File: src/rtl/apb_requester_if.sv
// APB requester bus bundle: CPU request/response channel plus the APB
// completer-facing signals. The requester uses the master modport; the
// CPU/completer side (or a testbench) uses the slave modport.
interface apb_requester_if #(
  parameter int ADDR_WIDTH = 32
) ();
  // CPU request channel
  logic                  req_valid;
  logic                  req_ready;
  logic [ADDR_WIDTH-1:0] req_addr;
  logic [31:0]           req_wdata;
  logic                  req_write;
  logic [1:0]            req_size;
  logic                  req_unsigned;
  // CPU response channel
  logic                  rsp_valid;
  logic [31:0]           rsp_rdata;
  logic                  rsp_err;
  // APB channel
  logic [ADDR_WIDTH-1:0] paddr;
  logic [31:0]           pdata;
  logic [31:0]           prdata;
  logic                  psel;
  logic                  penable;
  logic                  pwrite;
  logic [3:0]            pstb;
  logic                  pready;
  logic                  perr;

  modport master (
    input  req_valid, req_addr, req_wdata, req_write, req_size, req_unsigned,
    input  prdata, pready, perr,
    output req_ready, rsp_valid, rsp_rdata, rsp_err,
    output paddr, pdata, psel, penable, pwrite, pstb
  );

  modport slave (
    output req_valid, req_addr, req_wdata, req_write, req_size, req_unsigned,
    output prdata, pready, perr,
    input  req_ready, rsp_valid, rsp_rdata, rsp_err,
    input  paddr, pdata, psel, penable, pwrite, pstb
  );
endinterface

File: src/rtl/apb_requester.sv
// apb_requester: turns single CPU load/store requests into APB transfers.
// FSM IDLE -> SETUP -> ACCESS -> RESP -> IDLE; misaligned requests skip the
// bus and go straight to RESP with an error. Byte/half stores are lane
// replicated with strobes; loads are shifted and sign/zero extended.
// Optional feature: define APB_TIMEOUT_EN to abort ACCESS after
// TIMEOUT_CYCLES cycles without pready (otherwise ACCESS waits forever).
module apb_requester #(
  parameter int ADDR_WIDTH     = 32,
  parameter int DATA_WIDTH     = 32,
  parameter int TIMEOUT_CYCLES = 255
) (
  input  logic            pclk,
  input  logic            presetn,
  apb_requester_if.master bus
);

  if (TIMEOUT_CYCLES < 1) begin : g_bad_timeout
    $error("TIMEOUT_CYCLES must be at least 1");
  end

  typedef enum logic [1:0] {
    S_IDLE   = 2'd0,
    S_SETUP  = 2'd1,
    S_ACCESS = 2'd2,
    S_RESP   = 2'd3
  } state_t;

  state_t                r_state;
  logic                  r_req_ready;
  logic                  r_rsp_valid;
  logic                  r_rsp_err;
  logic [DATA_WIDTH-1:0] r_rsp_rdata;
  logic [ADDR_WIDTH-1:0] r_paddr;
  logic [DATA_WIDTH-1:0] r_pdata;
  logic                  r_psel;
  logic                  r_penable;
  logic                  r_pwrite;
  logic [3:0]            r_pstb;
  logic [1:0]            r_size;
  logic                  r_unsigned;
  logic [31:0]           w_load_data;

`ifdef APB_TIMEOUT_EN
  localparam int TMO_W = (TIMEOUT_CYCLES > 1) ? $clog2(TIMEOUT_CYCLES + 1) : 1;
  logic [TMO_W-1:0] r_tmo_cnt;
`endif

  // Size 11 is reserved and always treated as misaligned.
  function automatic logic is_misaligned(input logic [1:0] size, input logic [1:0] off);
    case (size)
      2'b00:   return 1'b0;
      2'b01:   return off[0];
      2'b10:   return off != 2'b00;
      default: return 1'b1;
    endcase
  endfunction

  function automatic logic [3:0] store_strobe(input logic write, input logic [1:0] size,
                                              input logic [1:0] off);
    if (!write) return 4'b0000;
    case (size)
      2'b00:   return 4'b0001 << off;
      2'b01:   return 4'b0011 << off;
      default: return 4'b1111;
    endcase
  endfunction

  // Replicate narrow store data across all lanes so strobes pick the lane.
  function automatic logic [31:0] store_data(input logic [1:0] size, input logic [31:0] wdata);
    case (size)
      2'b00:   return {4{wdata[7:0]}};
      2'b01:   return {2{wdata[15:0]}};
      default: return wdata;
    endcase
  endfunction

  function automatic logic [31:0] load_extend(input logic [1:0] size, input logic [1:0] off,
                                              input logic uns, input logic [31:0] rdata);
    logic [31:0] sh;
    sh = rdata >> {off, 3'b000};
    case (size)
      2'b00:   return {{24{~uns & sh[7]}}, sh[7:0]};
      2'b01:   return {{16{~uns & sh[15]}}, sh[15:0]};
      default: return sh;
    endcase
  endfunction

  assign w_load_data = load_extend(r_size, r_paddr[1:0], r_unsigned, bus.prdata);

  // Request/APB sequencing FSM; every output is a register updated here.
  always_ff @(posedge pclk or negedge presetn) begin
    if (!presetn) begin
      r_state     <= S_IDLE;
      r_req_ready <= 1'b0;
      r_rsp_valid <= 1'b0;
      r_rsp_err   <= 1'b0;
      r_rsp_rdata <= '0;
      r_paddr     <= '0;
      r_pdata     <= '0;
      r_psel      <= 1'b0;
      r_penable   <= 1'b0;
      r_pwrite    <= 1'b0;
      r_pstb      <= 4'b0000;
      r_size      <= 2'b00;
      r_unsigned  <= 1'b0;
`ifdef APB_TIMEOUT_EN
      r_tmo_cnt   <= '0;
`endif
    end else begin
      r_rsp_valid <= 1'b0;
      case (r_state)
        S_IDLE: begin
          if (bus.req_valid && r_req_ready) begin
            r_req_ready <= 1'b0;
            r_paddr     <= bus.req_addr;
            r_pwrite    <= bus.req_write;
            r_pdata     <= store_data(bus.req_size, bus.req_wdata);
            r_size      <= bus.req_size;
            r_unsigned  <= bus.req_unsigned;
            if (is_misaligned(bus.req_size, bus.req_addr[1:0])) begin
              r_state     <= S_RESP;
              r_rsp_valid <= 1'b1;
              r_rsp_err   <= 1'b1;
              r_rsp_rdata <= '0;
            end else begin
              r_state <= S_SETUP;
              r_psel  <= 1'b1;
              r_pstb  <= store_strobe(bus.req_write, bus.req_size, bus.req_addr[1:0]);
            end
          end else begin
            r_req_ready <= 1'b1;
          end
        end
        S_SETUP: begin
          r_state   <= S_ACCESS;
          r_penable <= 1'b1;
`ifdef APB_TIMEOUT_EN
          r_tmo_cnt <= '0;
`endif
        end
        S_ACCESS: begin
          if (bus.pready) begin
            r_state     <= S_RESP;
            r_psel      <= 1'b0;
            r_penable   <= 1'b0;
            r_pstb      <= 4'b0000;
            r_rsp_valid <= 1'b1;
            r_rsp_err   <= bus.perr;
            r_rsp_rdata <= (bus.perr || r_pwrite) ? '0 : w_load_data;
          end
`ifdef APB_TIMEOUT_EN
          else if (r_tmo_cnt == TMO_W'(TIMEOUT_CYCLES - 1)) begin
            r_state     <= S_RESP;
            r_psel      <= 1'b0;
            r_penable   <= 1'b0;
            r_pstb      <= 4'b0000;
            r_rsp_valid <= 1'b1;
            r_rsp_err   <= 1'b1;
            r_rsp_rdata <= '0;
          end else begin
            r_tmo_cnt <= r_tmo_cnt + TMO_W'(1);
          end
`endif
        end
        default: begin
          r_state     <= S_IDLE;
          r_req_ready <= 1'b1;
        end
      endcase
    end
  end

  assign bus.req_ready = r_req_ready;
  assign bus.rsp_valid = r_rsp_valid;
  assign bus.rsp_err   = r_rsp_err;
  assign bus.rsp_rdata = r_rsp_rdata;
  assign bus.paddr     = r_paddr;
  assign bus.pdata     = r_pdata;
  assign bus.psel      = r_psel;
  assign bus.penable   = r_penable;
  assign bus.pwrite    = r_pwrite;
  assign bus.pstb      = r_pstb;

endmodule

File: src/flat_wrapper.sv
// flat-port wrapper written by rule: the top's interface ports become plain ports
module apb_requester_flat 
#(
  parameter int ADDR_WIDTH     = 32,
  parameter int DATA_WIDTH     = 32,
  parameter int TIMEOUT_CYCLES = 255
)
  (pclk, presetn, bus_req_valid, bus_req_addr, bus_req_wdata, bus_req_write, bus_req_size, bus_req_unsigned, bus_prdata, bus_pready, bus_perr, bus_req_ready, bus_rsp_valid, bus_rsp_rdata, bus_rsp_err, bus_paddr, bus_pdata, bus_psel, bus_penable, bus_pwrite, bus_pstb);
  apb_requester_if #(.ADDR_WIDTH(ADDR_WIDTH)) bus_i ();
  input  logic pclk;
  input  logic presetn;
  input wire logic [$bits(bus_i.req_valid)-1:0] bus_req_valid;
  input wire logic [$bits(bus_i.req_addr)-1:0] bus_req_addr;
  input wire logic [$bits(bus_i.req_wdata)-1:0] bus_req_wdata;
  input wire logic [$bits(bus_i.req_write)-1:0] bus_req_write;
  input wire logic [$bits(bus_i.req_size)-1:0] bus_req_size;
  input wire logic [$bits(bus_i.req_unsigned)-1:0] bus_req_unsigned;
  input wire logic [$bits(bus_i.prdata)-1:0] bus_prdata;
  input wire logic [$bits(bus_i.pready)-1:0] bus_pready;
  input wire logic [$bits(bus_i.perr)-1:0] bus_perr;
  output wire logic [$bits(bus_i.req_ready)-1:0] bus_req_ready;
  output wire logic [$bits(bus_i.rsp_valid)-1:0] bus_rsp_valid;
  output wire logic [$bits(bus_i.rsp_rdata)-1:0] bus_rsp_rdata;
  output wire logic [$bits(bus_i.rsp_err)-1:0] bus_rsp_err;
  output wire logic [$bits(bus_i.paddr)-1:0] bus_paddr;
  output wire logic [$bits(bus_i.pdata)-1:0] bus_pdata;
  output wire logic [$bits(bus_i.psel)-1:0] bus_psel;
  output wire logic [$bits(bus_i.penable)-1:0] bus_penable;
  output wire logic [$bits(bus_i.pwrite)-1:0] bus_pwrite;
  output wire logic [$bits(bus_i.pstb)-1:0] bus_pstb;
  assign bus_i.req_valid = bus_req_valid;
  assign bus_i.req_addr = bus_req_addr;
  assign bus_i.req_wdata = bus_req_wdata;
  assign bus_i.req_write = bus_req_write;
  assign bus_i.req_size = bus_req_size;
  assign bus_i.req_unsigned = bus_req_unsigned;
  assign bus_i.prdata = bus_prdata;
  assign bus_i.pready = bus_pready;
  assign bus_i.perr = bus_perr;
  assign bus_req_ready = bus_i.req_ready;
  assign bus_rsp_valid = bus_i.rsp_valid;
  assign bus_rsp_rdata = bus_i.rsp_rdata;
  assign bus_rsp_err = bus_i.rsp_err;
  assign bus_paddr = bus_i.paddr;
  assign bus_pdata = bus_i.pdata;
  assign bus_psel = bus_i.psel;
  assign bus_penable = bus_i.penable;
  assign bus_pwrite = bus_i.pwrite;
  assign bus_pstb = bus_i.pstb;
  apb_requester #(.ADDR_WIDTH(ADDR_WIDTH), .DATA_WIDTH(DATA_WIDTH), .TIMEOUT_CYCLES(TIMEOUT_CYCLES)) u_core (.pclk(pclk), .presetn(presetn), .bus(bus_i));
endmodule
File: config.mk
export PLATFORM = sky130hd
export DESIGN_NAME = apb_requester_flat
export DESIGN_NICKNAME = d
export VERILOG_FILES = /design/src/rtl/apb_requester_if.sv /design/src/rtl/apb_requester.sv /design/src/flat_wrapper.sv
export SDC_FILE = /design/constraint.sdc
export NUM_CORES = 1
export LEC_CHECK = 0
export BUFFER_PORTS_ARGS = -buffer_cell sky130_fd_sc_hd__buf_2
export CAP_MARGIN = 20
export CELL_PAD_IN_SITES_DETAIL_PLACEMENT = 0
export CELL_PAD_IN_SITES_GLOBAL_PLACEMENT = 1
export CORE_MARGIN = 8
export CORE_UTILIZATION = 38
export CTS_BUF_LIST = sky130_fd_sc_hd__clkbuf_2
export CTS_CLUSTER_DIAMETER = 200
export DETAILED_ROUTE_END_ITERATION = 6
export GPL_ROUTABILITY_DRIVEN = 0
export HOLD_SLACK_MARGIN = 0.03
export PLACE_DENSITY = 0.9
export SYNTH_ARGS = -nofsm -noshare
export SYNTH_HDL_FRONTEND = slang
export SYNTH_SLANG_ARGS = --single-unit
File: constraint.sdc
create_clock -name pclk -period 2.4 [get_ports pclk]
set_input_delay 0.12 -clock pclk [delete_from_list [all_inputs] [get_ports pclk]]
set_output_delay 0.12 -clock pclk [all_outputs]
set_load 0.02 [all_outputs]
After elaboration in Yosys (flattened, before gate mapping)

Index checks and enable logic that the tools add are counted.

Register bits: 111
Bits in latches: 0
RAM bits: 0
Bits in read-only memories: 0
Input port bits: 105
Output and inout bits: 106
Logic and storage cells: 82
Memories: 0

$add $sub $neg: 0
$mul: 0
Divide/modulo/power cells: 0
Order comparisons: 0
Eq/ne operators: 9
Shift operators: 3
Muxes and demuxes: 40
Bitwise operators: 3
Reduce and logical (&&, ||, !) cells: 14

Operators by type and width:

| cell                                                 | number |
|---|---|
| case mux 32 bit (2 select lines)                     | 3 |
| 2-to-1 mux 32 bit                                    | 4 |
| >> shifter 32 x 5 -> 32 bit                          | 1 |
| 2-to-1 mux 4 bit                                     | 5 |
| 2-to-1 mux 1 bit                                     | 16 |
| case mux 4 bit (2 select lines)                      | 2 |
| case mux 1 bit (2 select lines)                      | 5 |
| AND reduction 4 bit                                  | 2 |
| equality test 2 x 1 -> 1 bit (second input constant) | 3 |
| logical NOT 2 bit                                    | 3 |
| 2-to-1 mux 2 bit                                     | 3 |
| case mux 2 bit (3 select lines)                      | 1 |
| AND reduction 2 bit                                  | 3 |
| nonzero test 2 bit                                   | 3 |
| equality test 2 bit (second input constant)          | 2 |
| != test 2 x 1 -> 1 bit (second input constant)       | 2 |
| != test 2 bit (second input constant)                | 2 |
| << shifter 1 x 2 -> 4 bit (first input constant)     | 1 |
| << shifter 2 x 2 -> 4 bit (first input constant)     | 1 |
| case mux 1 bit (3 select lines)                      | 1 |
| AND 1 bit                                            | 2 |
| OR reduction 2 bit                                   | 1 |
| logical AND 1 bit                                    | 1 |
| logical OR 1 bit                                     | 1 |
| NOT 1 bit                                            | 1 |

Longest topological paths before layout

Word-level depth: 11
Mapped depth: 9
Mapped depth without buffers: 6

Worst setup path before layout

No wires, ideal clock.

Kind: register to register
Start: register u_core.r_state[0]
End: register u_core.r_rsp_rdata[5] (netlist: u_core.bus.rsp_rdata[5])
Library setup time: 121 ps
Data arrival time: 1885 ps
Data required time: 2279 ps
Path slack: 394 ps
Stages on the path, launching flop included: 10
Path buffers: 3
Clock period less this slack: 2006 ps
Cells stage by stage: dfrtp_1 > inv_1 > ha_1 > buf_4 > nor2_1 > a211o_4 > or2_1 > buf_6 > buf_2 > a22o_1

Word-level cells in the longest chain between the ends: 3
Elaborated cells between the ends (all ways): 8
Those cells by class: eq/ne (4); mux (1); reduce/logical (3)

RTL lines:

| what                                                     | line                 | text |
|---|---|---|
| start, declared                                          | apb_requester.sv:28  | `state_t r_state;` |
| start signal, assigned                                   | apb_requester.sv:93  | `r_state <= S_IDLE;` |
| start signal, assigned                                   | apb_requester.sv:121 | `r_state <= S_RESP;` |
| start signal, assigned                                   | apb_requester.sv:126 | `r_state <= S_SETUP;` |
| equality test 2 bit or logical NOT 2 bit (tied branches) | apb_requester.sv:111 | `case (r_state)` |
| != test 2 bit (no line), or another cell as far along    | -                    |  |
| AND reduction 4 bit (no line)                            | -                    |  |
| end signal, assigned                                     | apb_requester.sv:149 | `r_rsp_rdata <= (bus.perr \|\| r_pwrite) ? '0 : w_load_data;` |
| end, declared                                            | apb_requester.sv:32  | `logic [DATA_WIDTH-1:0] r_rsp_rdata;` |

Parallel ways exist; a longest one is shown, timed or not.
A chain may end at the register's enable or synchronous reset.

Worst setup path in the final report

Start: register u_core.r_paddr[1] (netlist: u_core.bus.paddr[1])
End: register u_core.r_rsp_rdata[5] (netlist: u_core.bus.rsp_rdata[5])

Word-level cells in the longest chain between the ends: 5

RTL lines:

| what                             | line                 | text |
|---|---|---|
| start, declared                  | apb_requester.sv:33  | `logic [ADDR_WIDTH-1:0] r_paddr;` |
| start signal, assigned           | apb_requester.sv:115 | `r_paddr <= bus.req_addr;` |
| >> shifter 32 x 5 -> 32 bit      | apb_requester.sv:80  | `sh = rdata >> {off, 3'b000};` |
| case mux 32 bit (2 select lines) | apb_requester.sv:81  | `case (size)` |
| 2-to-1 mux 32 bit                | apb_requester.sv:149 |  |
| 2-to-1 mux 32 bit                | apb_requester.sv:142 | `if (bus.pready) begin` |
| case mux 32 bit (2 select lines) | apb_requester.sv:111 |  |

Every way passes these cells. The select of a mux whose other input is x is not followed.

==> out/metrics.cfg <==
[outcome]
status = finished clean

[die]
fp.dieH_um = 134
start_util = 0.386
row_count = 43
die-area_mm2 = 0.0180
core_area_mm2 = 0.0137
die_w_um = 134
num_io_pins = 211

[global_routing]
grt_max_degree = 63
grt_pass1_wl_mm = 28.0
grt-ovfl-total = 0
grt_pass1_vias = 5437
antenna_found_initial = 3
grt_use_total = 0.194

[clock_tree]
cts.sinks = 111
clk_pin_slew_ns = 0.32
ctsHtreeMaxLevel = 3
cts_made_buffers = 9
clk_latency_ns = 0.60
cts_root_buf = clkbuf_2
clockBufferDepth = 2
post-cts-setup-buffer-count = 0
cts_tree = yes

[logic_synthesis]
syn_area_per_cell_um2 = 11.9
synth_seq_area_share = 0.525
netlist.area_leader.share = 0.525
ys_ff_latch = 111
syn-cell-area_mm2 = 0.00529
synth.area.top_cells = dfrtp_1, mux2_2, mux2i_1, o21ai_0, nand2_1
ys_warn_count = 0
yosysUniqueCellTypes = 44
synthesis.nets = 555
synth_top_area_cell = dfrtp_1
postSynthCellCount = 446

[place]
dp_hpwl_mm = 11.5
portBuffers = 210

[critical_path]
start_kind = flop
cp.required_ns = 2.94
slowest_stage = dlygate4sd3_1
cp_max_fo = 19
cp.depth = 6
arrival_ns = 2.80
crit_path_end_kind = flop
cp_top_family = buffers and inverters
crit_chain = buf_4, mux2_2, nand2_1, o21ai_0, dlygate4sd3_1, a22o_1
worst-path-buf-inv = 2
max_stage_delay_ns = 0.58
reg2reg_depth = 6
path_class = reg2reg

[finish]
num-nets-final = 884
utilization = 0.581
drive_gt1_frac = 0.397
area_growth_pct = 50.6

[sta]
slew_headroom = 0.639
post-route-period-util = 0.941
finalHoldViolCount = 0
period_needed_ns = 2.26
worst_pin_slew_ns = 0.540
rsz0062_at_grt = false
slew_viol_final = 0
hold_slack_ns = 0.0951
finClkSkew_ns = 0.0233
finalSetupViolCount = 0
tns_ns = 0
fmax_ghz = 0.443

[power_and_ir_drop]
total_power_mw = 8.75
powerDensity_mw_per_mm2 = 1100
ir_drop_uv = 604
p_leak_nw = 3.89

[flow_run]
drv_cap = 0

[detailed_routing]
drcViolationCount = 0
avgRoutedWirePerCell_um = 18.2
viasPerCell = 5.15
ant_nets = 0
dr.pass1.iters = 5
via_count = 4963
routed_wl_mm = 17.6
drt_iter0_markers = 299

[worst_hold_path]
min_path_cells = 4
hold_path.class = in2reg

==> layout make-up <==
class,count,area [µm²]
Sequential cell,111,2780
Clock inverter,7,80.1
Multi-Input combinational cell,298,2350
Antenna cell,4,10.0
Clock buffer,9,45.0
Tap cell,180,225
Fill cell,1129,5750
Timing Repair Buffer,349,2460
Inverter,6,22.5
==> through the flow <==
stage	setup WS (ns)	cells	cell area, µm²
3_5_place_dp	0.127	816	6530
2_1_floorplan	0.394	446	5290
5_1_grt	0.0114	963	7970
6_report	0.142	964	7970
3_3_place_gp	0.213	816	6530
4_1_cts	0.0920	960	7950
==> worst reg2reg max path: cells and delay by family (launching register included) <==
| kind | cells | cell delay [ns] |
|---|---|---|
| buffers and inverters | 2 | 0.93 |
| muxes | 1 | 0.41 |
| DFF | 1 | 0.53 |
| AOI/OAI and AO/OA | 2 | 0.26 |
| and+or+nand+nor | 1 | 0.07 |
==> per-layer routing <==
metal | GRT usage | routed length, µm
met1 | 0.210 | 6670
met2 | 0.334 | 8960
met3 | 0.0471 | 1140
met4 | 0.125 | 796
met5 | 0 | 0
==> cell families after synthesis <==
kind of cell	synth area share
and+or+nand+nor	0.0721
muxes	0.203
adders and majority gates	0.00946
buffers and inverters	0.0331
AOI/OAI and AO/OA	0.157
DFF	0.525
==> cells in the final DEF (no fill, tap or decap), types with 3 or more instances in the layout <==
master / Yosys / layout
buf_2: 8 / 209
dlygate4sd3_1: 0 / 127
dfrtp_1: 111 / 111
mux2_2: 54 / 54
o21ai_0: 50 / 50
nand2_1: 44 / 44
mux2i_1: 42 / 42
nor2_1: 16 / 16
a21oi_1: 12 / 12
buf_4: 1 / 10
a22o_1: 9 / 9
o2bb2ai_1: 9 / 9
clkbuf_2: 0 / 9
o211ai_1: 8 / 8
o311ai_2: 8 / 8
a221oi_1: 7 / 7
inv_1: 6 / 6
diode_2: 0 / 4
nor2b_1: 3 / 3
o31ai_1: 3 / 3
nand2b_1: 3 / 3
==> final timing paths <==
path	start	endpoint	slack [ns]
worst max-delay path	u_core.bus.paddr[1]$_DFFE_PN0P_	u_core.bus.rsp_rdata[5]$_DFFE_PN0P_	0.14
worst min-delay path	bus_req_size[1]	u_core.bus.pstb[0]$_DFFE_PN0P_	0.1
worst max register to register	u_core.bus.paddr[1]$_DFFE_PN0P_	u_core.bus.rsp_rdata[5]$_DFFE_PN0P_	0.14
worst min register to register	u_core.bus.pdata[11]$_DFFE_PN0P_	u_core.bus.pdata[11]$_DFFE_PN0P_	0.52
max in group asynchronous	presetn	u_core.bus.pdata[21]$_DFFE_PN0P_	1.55
min in group asynchronous	presetn	u_core.bus.rsp_rdata[29]$_DFFE_PN0P_	0.56
==> Yosys cell counts (all sizes together) <==
library cell  instances
mux2                 54
clkbuf               14
nor2                 16
nand3                 1
o21a                  1
mux4                  2
and2                  1
nand2b                3
and3                  1
a21oi                12
nor2b                 3
nand2                44
a221oi                7
or3b                  2
dfrtp               111
ha                    4
a211oi                1
o2bb2ai               9
mux2i                42
a2bb2oi               1
a21o                  2
a311oi                1
or2                   1
o21bai                2
inv                   6
buf                  17
nand3b                1
o21ai                51
o311ai                8
nor3                  2
a31oi                 1
nand4                 1
and3b                 1
o211ai                8
nor3b                 1
a22o                  9
nor4b                 1
o31ai                 3
a211o                 1
==> where the power goes <==
group          internal [mW]  total, mW  switching (mW)
combinational           2.01       4.72            2.71
clock                  0.257      0.912           0.654
sequential              2.64       3.12           0.482
==> timing repair <==
action | 4_1_cts | 5_1_grt
resized for setup | 0 | 2
endpoints found under the hold margin | 220 | 0
hold buffers | 128 | 0
endpoints found under the setup margin | 0 | 14
==> flip-flops by register name (all words and copies together), names as in the netlist <==
name                  cells
u_core.bus.pdata         32
u_core.bus.rsp_err        1
u_core.r_state            2
u_core.bus.psel           1
u_core.bus.rsp_valid      1
u_core.bus.paddr         32
u_core.bus.penable        1
u_core.r_unsigned         1
u_core.bus.pstb           4
u_core.r_size             2
u_core.bus.rsp_rdata     32
u_core.bus.pwrite         1
u_core.bus.req_ready      1
Power figures use the tool's default switching activity.
